[config.mk]
export PLATFORM = sky130hd
export DESIGN_NAME = batcharger_ctrl_fsm
export DESIGN_NICKNAME = d
export VERILOG_FILES = /design/src/rtl/batcharger_ctrl_fsm.sv
export SDC_FILE = /design/constraint.sdc
export NUM_CORES = 1
export LEC_CHECK = 0
export BUFFER_PORTS_ARGS = -buffer_cell sky130_fd_sc_hd__buf_2
export CAP_MARGIN = 30
export CORE_UTILIZATION = 50
export CTS_CLUSTER_DIAMETER = 60
export DETAILED_ROUTE_END_ITERATION = 10
export PLACE_DENSITY = 0.85
export REMOVE_ABC_BUFFERS = 1
export SETUP_SLACK_MARGIN = 0.2
export SYNTH_ARGS = -nofsm -noshare
export SYNTH_HDL_FRONTEND = slang
export SYNTH_SLANG_ARGS = --single-unit
[constraint.sdc]
create_clock -name clk -period 2.75 [get_ports clk]
set_clock_uncertainty 0.1 [all_clocks]
set_input_delay 0 -clock clk [delete_from_list [all_inputs] [get_ports clk]]
set_output_delay 0 -clock clk [all_outputs]
set_load 0.02 [all_outputs]
[src/rtl/batcharger_ctrl_fsm.sv]
// Charge-mode controller for the BATCHARGER Li-Po charger: selects trickle/CC/CV/end
// mode from ADC codes and drives the analog core's mode and measurement enables.
module batcharger_ctrl_fsm #(
    parameter int ADCW  = 8,
    parameter int TW    = 16,
    parameter int PRESC = 1000
) (
    input  logic            clk,
    input  logic            rst,
    input  logic            en,
    input  logic            vtok,
    input  logic [ADCW-1:0] vbat,
    input  logic [ADCW-1:0] ibat,
    input  logic [ADCW-1:0] vtbat,
    input  logic [ADCW-1:0] vcutoff,
    input  logic [ADCW-1:0] vpreset,
    input  logic [ADCW-1:0] vrecharge,
    input  logic [ADCW-1:0] iend,
    input  logic [ADCW-1:0] tempmin,
    input  logic [ADCW-1:0] tempmax,
    input  logic [TW-1:0]   tmax,
    output logic            tc,
    output logic            cc,
    output logic            cv,
    output logic            imeasen,
    output logic            vmeasen,
    output logic            tmeasen,
    output logic [2:0]      state,
    output logic [TW-1:0]   charge_time
);

    typedef enum logic [2:0] {
        S_IDLE = 3'b000,
        S_TC   = 3'b001,
        S_CC   = 3'b010,
        S_CV   = 3'b011,
        S_END  = 3'b100
    } state_t;

    localparam int PW = (PRESC > 1) ? $clog2(PRESC) : 1;
    localparam logic [PW-1:0] PRESC_LAST = PW'(PRESC - 1);

    state_t          r_state;
    logic [5:0]      r_outs;
    logic [TW-1:0]   r_charge_time;
    logic [PW-1:0]   r_presc;

    logic            w_ok;
    logic            w_presc_wrap;
    logic            w_ct_sat;
    state_t          w_next_state;

    // Output pattern {tc, cc, cv, imeasen, vmeasen, tmeasen} for each state.
    function automatic logic [5:0] outs_of(input state_t s);
        case (s)
            S_TC:    outs_of = 6'b100011;
            S_CC:    outs_of = 6'b010011;
            S_CV:    outs_of = 6'b001101;
            S_END:   outs_of = 6'b000010;
            default: outs_of = 6'b000011;
        endcase
    endfunction

    assign w_ok         = en & vtok & (vtbat >= tempmin) & (vtbat <= tempmax);
    assign w_presc_wrap = (r_presc == PRESC_LAST);
    assign w_ct_sat     = &r_charge_time;

    // Loss of ok dominates every other arc; illegal codes fall back to IDLE.
    always_comb begin
        w_next_state = S_IDLE;
        if (w_ok) begin
            case (r_state)
                S_IDLE: begin
                    if (vbat < vcutoff)
                        w_next_state = S_TC;
                    else if (vbat < vrecharge)
                        w_next_state = S_CC;
                    else
                        w_next_state = S_END;
                end
                S_TC:    w_next_state = (vbat >= vcutoff) ? S_CC : S_TC;
                S_CC:    w_next_state = (vbat >= vpreset) ? S_CV : S_CC;
                S_CV:    w_next_state = ((ibat < iend) || (r_charge_time >= tmax)) ? S_END : S_CV;
                S_END:   w_next_state = (vbat < vrecharge) ? S_IDLE : S_END;
                default: w_next_state = S_IDLE;
            endcase
        end
    end

    always_ff @(posedge clk) begin
        if (rst) begin
            r_state       <= S_IDLE;
            r_outs        <= outs_of(S_IDLE);
            r_charge_time <= '0;
            r_presc       <= '0;
        end else begin
            r_state <= w_next_state;
            r_outs  <= outs_of(w_next_state);
            // The CV timer runs only while in CV, so it reads 0 on the first CV cycle.
            if (r_state == S_CV) begin
                if (w_presc_wrap) begin
                    r_presc <= '0;
                    if (!w_ct_sat)
                        r_charge_time <= r_charge_time + TW'(1);
                end else begin
                    r_presc <= r_presc + PW'(1);
                end
            end else begin
                r_presc       <= '0;
                r_charge_time <= '0;
            end
        end
    end

    assign {tc, cc, cv, imeasen, vmeasen, tmeasen} = r_outs;
    assign state       = r_state;
    assign charge_time = r_charge_time;

endmodule
==> flow_metrics.py, run 1 <==
metrics = {
    "layout": {
        "fin_util_pct": 66.47,
        "final_cells": 565,
        "drive_above_1_share_pct": 26.98,
        "flow.area_growth_from_synthesis_pct": 25.91,
        "insertedDiodeCount": 0,
        "layout.nets": 648,
    },
    "timing": {
        "fmax_ghz": 0.4396,
        "tightest_slew_ns": 0.5570,
        "slew_headroom_pct": 62.73,
        "rsz0062_at_grt": "no",
        "slew_violations": 0,
        "final-hold-violation-count": 0,
        "tns_ns": 0,
        "period_minus_slack_ns": 2.275,
        "setup_viol": 0,
        "finalCritPeriodShare_pct": 82.73,
    },
    "cts": {
        "cts.sinks": 34,
        "h-tree-depth": 2,
        "clk_latency_ns": 0.29,
        "post_cts_buffers": 0,
        "clk_pin_slew_ns": 0.07,
        "cts_tree": "yes",
        "clock-root-buffer": "clkbuf_8",
        "clock_path_buffers": 2,
        "numCtsBuffers": 5,
    },
    "placed_design": {
        "port_buffers": 116,
        "gp_congestion": 0.8195,
        "dp_cells": 556,
        "place_hpwl_um": 5723,
    },
    "min_path": {
        "hold_class": "in2reg",
        "holdPathStages": 5,
    },
    "setup_path": {
        "reg2regPathDepth": 8,
        "cp.arrival_ns": 2.35,
        "critical_path.max_fanout": 5,
        "end_kind": "flip-flop",
        "cp-start-kind": "flip-flop",
        "crit_type": "reg2reg",
        "critical_path_required_ns": 2.83,
    },
    "floorplanning": {
        "num_rows": 27,
        "die_area_um2": 6232,
        "start_util_pct": 52.79,
        "core_um2": 5608,
        "die_x_um": 78.95,
        "boundaryPins": 117,
        "fp.dieH_um": 78.95,
    },
    "flow_run": {
        "maxCapViolations": 0,
    },
    "synthesis": {
        "synthTopCellsByCount": "65 x inv_1, 64 x ha_1, 34 x dfxtp_1, 32 x nor2_1, 25 x a21oi_1",
        "postSynthAreaPerCell_um2": 7.958,
        "synthArstFlopShare_pct": 0,
        "synthMuxAreaShare_pct": 0.3381,
        "synth-simple-area-share_pct": 20.25,
        "synth_top_family_by_area": "adder cells",
        "ys_top_cells_by_area": "ha_1 27%, dfxtp_1 23%, inv_1 8.2%",
        "synth_edf_count": 0,
        "yosysUniqueCellTypes": 44,
        "seq_area_frac_synth_pct": 22.99,
        "synthAdderAreaFrac_pct": 27.05,
        "ys_warn_count": 0,
        "netlist.area_leader.share_pct": 27.05,
        "synth_xor_area_share_pct": 5.621,
        "synth_seq_cells": 34,
        "synth_area_um2": 2960,
        "synth_top_area_cell": "ha_1",
        "syn_inst": 372,
        "synthFlopType": "dfxtp_1",
        "synth.most_common_cell": "inv_1",
        "synth-compound-area-share_pct": 14.75,
    },
    "status": {
        "status": "finished, final reports clean",
    },
    "global_route": {
        "grt_pass1_wl_um": 11680,
        "grt_start_max_net_pins": 19,
        "antenna_found_initial": 0,
        "grt-ovfl-total": 0,
        "grt_pass1_vias": 2869,
        "gr-usage-all-layers_pct": 23.33,
    },
    "route": {
        "routed_wl_um": 6794,
        "wire_per_inst_um": 12.02,
        "num_vias": 2928,
        "drt-pass1-iter-count": 5,
        "detail-route-antenna-nets": 0,
        "drc": 0,
        "routed_via_density": 5.182,
        "dr.first_iter.drc_count": 124,
    },
    "power": {
        "vdd_drop_max_uv": 230.0,
        "leakage_nw": 1.948,
        "p_total_mw": 1.132,
        "power_density_nw_per_um2": 303.6,
    },
}
[registers in the layout (all words and copies together), names as in the netlist]
signal	count
charge_time	16
state	3
r_presc	10
r_outs	5
[stage by stage]
step	hold slack, ns	setup slack, ns	instance area, µm²
final	0.1173	0.4750	3727
after global routing	0.1701	0.2554	3727
after CTS	0.1123	0.3779	3721
after detailed placement	0.2059	0.4272	3616
after global placement	0.2033	0.5615	3616
after floorplan	0.07504	0.5229	2938
[cell type report]
class	count	area [µm²]
multi-input combinational	268	2018
sequential	34	681.9
timing repair buffer	118	598.1
fill	459	1881
clock inverter	2	12.51
clock buffer	6	82.58
tap	72	90.09
inverter	65	244.0
[what timing repair did]
action / in CTS / in global routing
endpoints found under the setup margin: 0 / 2
gates resized for setup: 0 / 2
hold endpoints to repair: 2 / 0
hold buffers: 1 / 0
[placed cells by master, fill, tap and decap left out, types with 7 or more instances in the layout]
cell type	n
xor2_1	12
inv_1	65
nor2_1	32
xnor2_1	7
nand4_1	11
nand2_1	18
a21oi_1	25
o21ai_0	12
ha_1	64
nand3_1	19
buf_2	116
dfxtp_1	33
and3_1	8
[report_power, final]
part | leakage, nW | switching (mW) | total [mW] | internal [mW]
sequential | 0.274 | 0.00146 | 0.495 | 0.494
clock | 0.0472 | 0.185 | 0.386 | 0.201
combinational | 1.63 | 0.123 | 0.250 | 0.127
total | 1.95 | 0.310 | 1.13 | 0.822
[logic make-up (layout without fill, tap and decap cells)]
logic type | after synthesis | in the layout
AO/OA/AOI/OAI | 67 | 67
multiplexers | 1 | 1
XOR/XNOR | 19 | 19
flip-flops | 34 | 34
adder cells (fa/ha/maj) | 64 | 64
buffers and inverters | 70 | 191
AND/OR/NAND/NOR | 117 | 117
[worst max-delay path, cell delays in order, from the launching register on]
cell	delay, ns
dfxtp_2	0.37
inv_1	0.06
ha_1	0.29
nor3b_1	0.20
o21ai_0	0.15
a211oi_2	0.26
a31oi_1	0.12
nand4b_1	0.27
or2_2	0.34
[metal layers]
layer  track usage (%)  wire length (µm)
met4             8.000               126
met1             26.80              3008
met5                 0                 0
met2             42.43              3243
met3             5.057               415
[path summary, 6_finish.rpt]
kind	start	to	slack (ns)
worst max-delay path	charge_time[0]$_SDFFE_PP0P_	r_outs[1]$_SDFF_PP1_	0.47
worst min-delay path	vbat[7]	r_outs[5]$_SDFF_PP0_	0.12
worst max register to register	charge_time[0]$_SDFFE_PP0P_	r_outs[1]$_SDFF_PP1_	0.47
worst min register to register	r_presc[0]$_SDFF_PP0_	r_presc[0]$_SDFF_PP0_	0.36
Note: power is estimated with default switching activity, not from simulation.
==> run 2, diff against run 1 <==
CORE_UTILIZATION = 45   (was 50)
PLACE_DENSITY = 0.81   (was 0.85)
clock period = 2 ns   (was 2.75 ns; I/O delays follow)
==> flow_metrics.py, run 2 (synthesis results as in run 1) <==
metrics = {
    "setup_path": {
        "cp.arrival_ns": 2.19,
        "critical_path.max_fanout": 3,
        "cp-startpoint": "charge_time[11]$_SDFFE_PP0P_",
        "worstSetupEndpoint": "state[1]$_SDFF_PP0_",
        "critical_path_required_ns": 2.08,
        "cp-start-kind": "flip-flop",
        "reg2regPathDepth": 8,
        "rrSetupSlack_ns": -0.11,
        "regToRegEndpoint": "state[1]$_SDFF_PP0_",
        "crit_type": "reg2reg",
        "end_kind": "flip-flop",
        "reg2reg_from": "charge_time[11]$_SDFFE_PP0P_",
    },
    "placed_design": {
        "place_hpwl_um": 6333,
        "gp_congestion": 0.8139,
        "port_buffers": 116,
    },
    "timing": {
        "tns_ns": -0.6183,
        "final-hold-violation-count": 0,
        "slew_headroom_pct": 59.75,
        "finalCritPeriodShare_pct": 105.6,
        "finalWorstSetupSlack_ns": -0.1118,
        "setup_viol": 11,
        "slew_violations": 0,
        "tightest_slew_ns": 0.5986,
        "fmax_ghz": 0.4735,
        "rsz0062_at_grt": "yes",
        "period_minus_slack_ns": 2.112,
    },
    "global_route": {
        "use_met3_pct": 5.268,
        "grt-ovfl-total": 0,
        "antenna_found_initial": 0,
        "top_usage_layer": "met2",
        "grt_start_max_net_pins": 18,
        "grt_pass1_wl_um": 13960,
        "grtUsageMet2_pct": 45.98,
        "met1_usage_pct": 27.67,
        "gr-usage-all-layers_pct": 24.95,
        "grt_pass1_vias": 3207,
    },
    "layout": {
        "fillers": 484,
        "flow.area_growth_from_synthesis_pct": 46.96,
        "final_common_cell": "buf_2",
        "layout_common_cells": "116 x buf_2, 63 x inv_1, 50 x ha_1",
        "fin_util_pct": 68.51,
        "largest_reg_flops": 16,
        "drive_above_1_share_pct": 41.41,
        "insertedDiodeCount": 0,
        "layout.nets": 680,
    },
    "route": {
        "drt-pass1-iter-count": 5,
        "routed_via_density": 5.326,
        "detail-route-antenna-nets": 0,
        "num_vias": 3201,
        "drc": 0,
        "routed_wl_um": 8955,
        "dr.first_iter.drc_count": 145,
        "wire_per_inst_um": 14.90,
    },
    "flow_run": {
        "maxCapViolations": 0,
    },
    "power": {
        "leakage_nw": 2.125,
        "p_total_mw": 1.564,
        "vdd_drop_max_uv": 333.8,
        "power_density_nw_per_um2": 359.4,
    },
    "cts": {
        "numCtsBuffers": 5,
        "h-tree-depth": 2,
        "clk_latency_ns": 0.29,
        "clock-root-buffer": "clkbuf_8",
        "cts_tree": "yes",
        "cts.sinks": 34,
        "clk_pin_slew_ns": 0.08,
        "clock_path_buffers": 2,
    },
    "status": {
        "status": "finished with violations",
        "violations": "setup timing",
    },
    "floorplanning": {
        "boundaryPins": 117,
        "core_um2": 6350,
        "die_area_um2": 6907,
        "fp.dieH_um": 83.11,
        "die_x_um": 83.11,
        "num_rows": 29,
        "start_util_pct": 46.62,
    },
    "min_path": {
        "hold_path_startpoint": "vbat[7]",
        "hold_class": "in2reg",
    },
}
[run 2: worst max-delay path: stages (launching register included)]
cell and delay [ns]:
dfxtp_2 0.34, ha_4 0.27, nand4_1 0.23, a211oi_2 0.38
a211oi_2 0.09, a31oi_1 0.21, nand4b_1 0.17, buf_4 0.15
nor2_1 0.05
[run 2: worst min path at each step]
| stage | endpoint | slack [ns] | depth (start not counted) |
|---|---|---|---|
| 6_report | r_outs[5]$_SDFF_PP0_ | 0.15 | 5 |
| 5_1_grt | r_outs[5]$_SDFF_PP0_ | 0.19 | 5 |
| 4_1_cts | r_outs[5]$_SDFF_PP0_ | 0.1 | 5 |
| 3_5_place_dp | state[2]$_SDFF_PP0_ | 0.23 | 4 |
| 3_3_place_gp | state[2]$_SDFF_PP0_ | 0.23 | 4 |
| 2_1_floorplan | state[2]$_SDFF_PP0_ | 0.08 | 3 |
[run 2: final cells by class]
| class | instances | area [µm²] | area share, % |
|---|---|---|---|
| Multi-Input combinational cell | 268 | 2372 | 54.53 |
| Timing Repair Buffer | 150 | 860.8 | 19.79 |
| Sequential cell | 34 | 696.9 | 16.02 |
| Inverter | 65 | 244.0 | 5.608 |
| Tap cell | 77 | 96.34 | 2.215 |
| Clock buffer | 6 | 72.57 | 1.668 |
| Clock inverter | 1 | 7.507 | 0.1726 |
[run 2: repair_timing]
action	CTS	global route
gates resized for setup	38	36
hold buffers	1	0
pin swaps	27	24
setup buffers	3	1
endpoints found under the hold margin	2	0
endpoints found under the setup margin	28	24
[run 2: layer usage]
layer / routed length [µm] / vias to the layer above / share of wire, %
met5: 0 / - / 0
met4: 267 / 0 / 3.0
met3: 435 / 27 / 4.9
met2: 4520 / 128 / 50
met1: 3732 / 1459 / 42
li1: - / 1587 / -
[run 2: power by group]
group	leakage, nW	switching (mW)	internal [mW]
Sequential	0.281	0.00239	0.678
Combinational	1.81	0.196	0.193
Clock	0.0373	0.256	0.239
Total	2.12	0.454	1.11
[run 2: per-stage QoR]
stage                     hold slack [ns]  area (µm²)  worst slack (ns)  instances
final                              0.1494        4350           -0.1118        601
after global routing               0.1908        4350           -0.1647        601
after CTS                         0.09541        4153         -0.009064        600
after detailed placement           0.2337        3832           -0.1174        589
after global placement             0.2297        3832          -0.02577        589
after floorplan                   0.07504        2938           -0.2271        367
==> run 3, diff against run 2 <==
CORE_UTILIZATION = 50   (was 45)
PLACE_DENSITY = 0.85   (was 0.81)
clock period = 2.2 ns   (was 2 ns; I/O delays follow)
==> flow_metrics.py, run 3 (synthesis results as in run 1) <==
metrics = {
    "layout": {
        "largest_reg_flops": 16,
        "drive_above_1_share_pct": 37.50,
        "fillers": 423,
        "layout_common_cells": "116 x buf_2, 63 x inv_1, 59 x ha_1",
        "insertedDiodeCount": 0,
        "flow.area_growth_from_synthesis_pct": 39.56,
        "finish.instance_area_um2": 4131,
        "final_common_cell": "buf_2",
        "multi_input_area_um2": 2188,
        "layout.nets": 675,
        "regArea_um2": 699.4,
        "fin_util_pct": 73.67,
    },
    "min_path": {
        "hold_class": "in2reg",
    },
    "timing": {
        "fmax_ghz": 0.4659,
        "period_minus_slack_ns": 2.146,
        "slew_headroom_pct": 71.74,
        "tns_ns": 0,
        "setup_viol": 0,
        "slew_violations": 0,
        "final-hold-violation-count": 0,
        "finalCritPeriodShare_pct": 97.55,
        "rsz0062_at_grt": "yes",
        "holdWs_ns": 0.1060,
        "tightest_slew_ns": 0.4132,
    },
    "flow_run": {
        "maxCapViolations": 0,
    },
    "cts": {
        "clk_pin_slew_ns": 0.08,
        "clk_latency_ns": 0.30,
        "cts.sinks": 34,
        "h-tree-depth": 2,
        "numCtsBuffers": 5,
        "clock-root-buffer": "clkbuf_8",
        "clock_path_buffers": 2,
        "cts_tree": "yes",
    },
    "route": {
        "detail-route-antenna-nets": 0,
        "num_vias": 3127,
        "dr.first_iter.drc_count": 101,
        "drt-pass1-iter-count": 4,
        "wire_per_inst_um": 13.66,
        "routed_via_density": 5.282,
        "routed_wl_um": 8089,
        "drc": 0,
    },
    "placed_design": {
        "placed_cell_area_um2": 3729,
        "gp_congestion": 0.8668,
        "place_hpwl_um": 5877,
        "port_buffers": 116,
    },
    "global_route": {
        "grt_start_max_net_pins": 18,
        "gr-usage-all-layers_pct": 24.59,
        "grt_pass1_wl_um": 12340,
        "grt-ovfl-total": 0,
        "antenna_found_initial": 0,
        "grt_pass1_vias": 3003,
    },
    "power": {
        "p_total_mw": 1.410,
        "vdd_drop_max_uv": 308.5,
        "leakage_nw": 2.103,
        "power_density_nw_per_um2": 341.2,
    },
    "setup_path": {
        "reg2reg_from": "r_presc[0]$_SDFF_PP0_",
        "cp-start-kind": "flip-flop",
        "critical_path_required_ns": 2.28,
        "reg2regPathDepth": 8,
        "path_buf_inv": 2,
        "regToRegEndpoint": "charge_time[5]$_SDFFE_PP0P_",
        "cp.depth": 8,
        "cp.arrival_ns": 2.22,
        "end_kind": "flip-flop",
        "crit_family": "simple AND/OR/NAND/NOR gates",
        "cp-startpoint": "r_presc[0]$_SDFF_PP0_",
        "crit_type": "reg2reg",
        "crit_slowest_cell": "or4_4",
        "rrSetupSlack_ns": 0.05,
        "worstPathCellList": "ha_4 -> inv_2 -> or4_4 -> a211oi_4 -> buf_6 -> and3_4 -> xnor2_2 -> nor2_1",
        "worstSetupEndpoint": "charge_time[5]$_SDFFE_PP0P_",
        "critical_path.max_fanout": 4,
        "crit_path_max_incr_delay_ns": 0.58,
    },
    "floorplanning": {
        "die_area_um2": 6232,
        "boundaryPins": 117,
        "fp.dieH_um": 78.95,
        "num_rows": 27,
        "core_um2": 5608,
        "die_x_um": 78.95,
        "start_util_pct": 52.79,
    },
    "status": {
        "status": "finished, final reports clean",
    },
}
run 3: cell count changes in the layout (fill, tap and decap cells not counted), moves of 2 or more:
cell     change
nand3_4      -2
dfxtp_2      -4
nand3_2      -3
nand3_1      +5
nor2_1       +2
and3_1       -2
ha_4         -8
buf_4        -4
dfxtp_4      +2
dfxtp_1      +2
nor2_4       -2
ha_1         +9
run 3: worst min path at each step:
| stage | from | endpoint | cells after the start | slack, ns |
|---|---|---|---|---|
| finish | vbat[7] | r_outs[5]$_SDFF_PP0_ | 5 | 0.11 |
| global route | vbat[7] | r_outs[5]$_SDFF_PP0_ | 5 | 0.13 |
| CTS | vbat[7] | r_outs[5]$_SDFF_PP0_ | 5 | 0.11 |
| detailed placement | rst | state[2]$_SDFF_PP0_ | 4 | 0.23 |
| global placement | rst | state[2]$_SDFF_PP0_ | 4 | 0.21 |
| floorplan | rst | state[2]$_SDFF_PP0_ | 3 | 0.08 |
run 3: per-stage QoR:
step           worst slack [ns]  instances
2_1_floorplan          -0.02712        367
3_3_place_gp             0.1142        571
3_5_place_dp            0.01352        571
4_1_cts                  0.1262        586
5_1_grt                -0.01037        592
6_report                0.05384        592
run 3: what timing repair did:
item	in CTS	in global routing
setup buffers	6	6
hold buffers	1	0
pin swaps	9	20
hold endpoints to repair	2	0
resized for setup	14	36
setup endpoints to repair	16	21
cloned	0	0
run 3: final cells by class:
type	instances	area share, %
repair buffers	145	19.84
well taps	72	2.180
clock buffers	5	1.666
inverters	65	5.906
flip-flops and latches	34	16.93
clock inverters	3	0.5148
multi-input cells	268	52.97
run 3: report_power, final:
| group | switching (mW) | internal, mW |
|---|---|---|
| Combinational | 0.163 | 0.166 |
| Clock | 0.243 | 0.222 |
| Sequential | 0.00184 | 0.614 |
run 3: metal layers:
layer,up-vias,share of wire [%],global-route usage [%],routed length (µm)
met5,-,0,0,0
met2,115,49,46.09,3958
met1,1409,43,27.90,3494
met4,0,2.7,7.273,220
li1,1581,-,-,-
met3,22,5.1,4.828,416
run 3: worst reg2reg max path, delay by kind of cell, from the launching register on:
kind            cells  cell delay, ns
compound gates      1            0.27
simple gates        3            0.84
buf+inv             2            0.19
fa+ha+maj           1            0.14
flops               1            0.37
xor+xnor            1            0.12
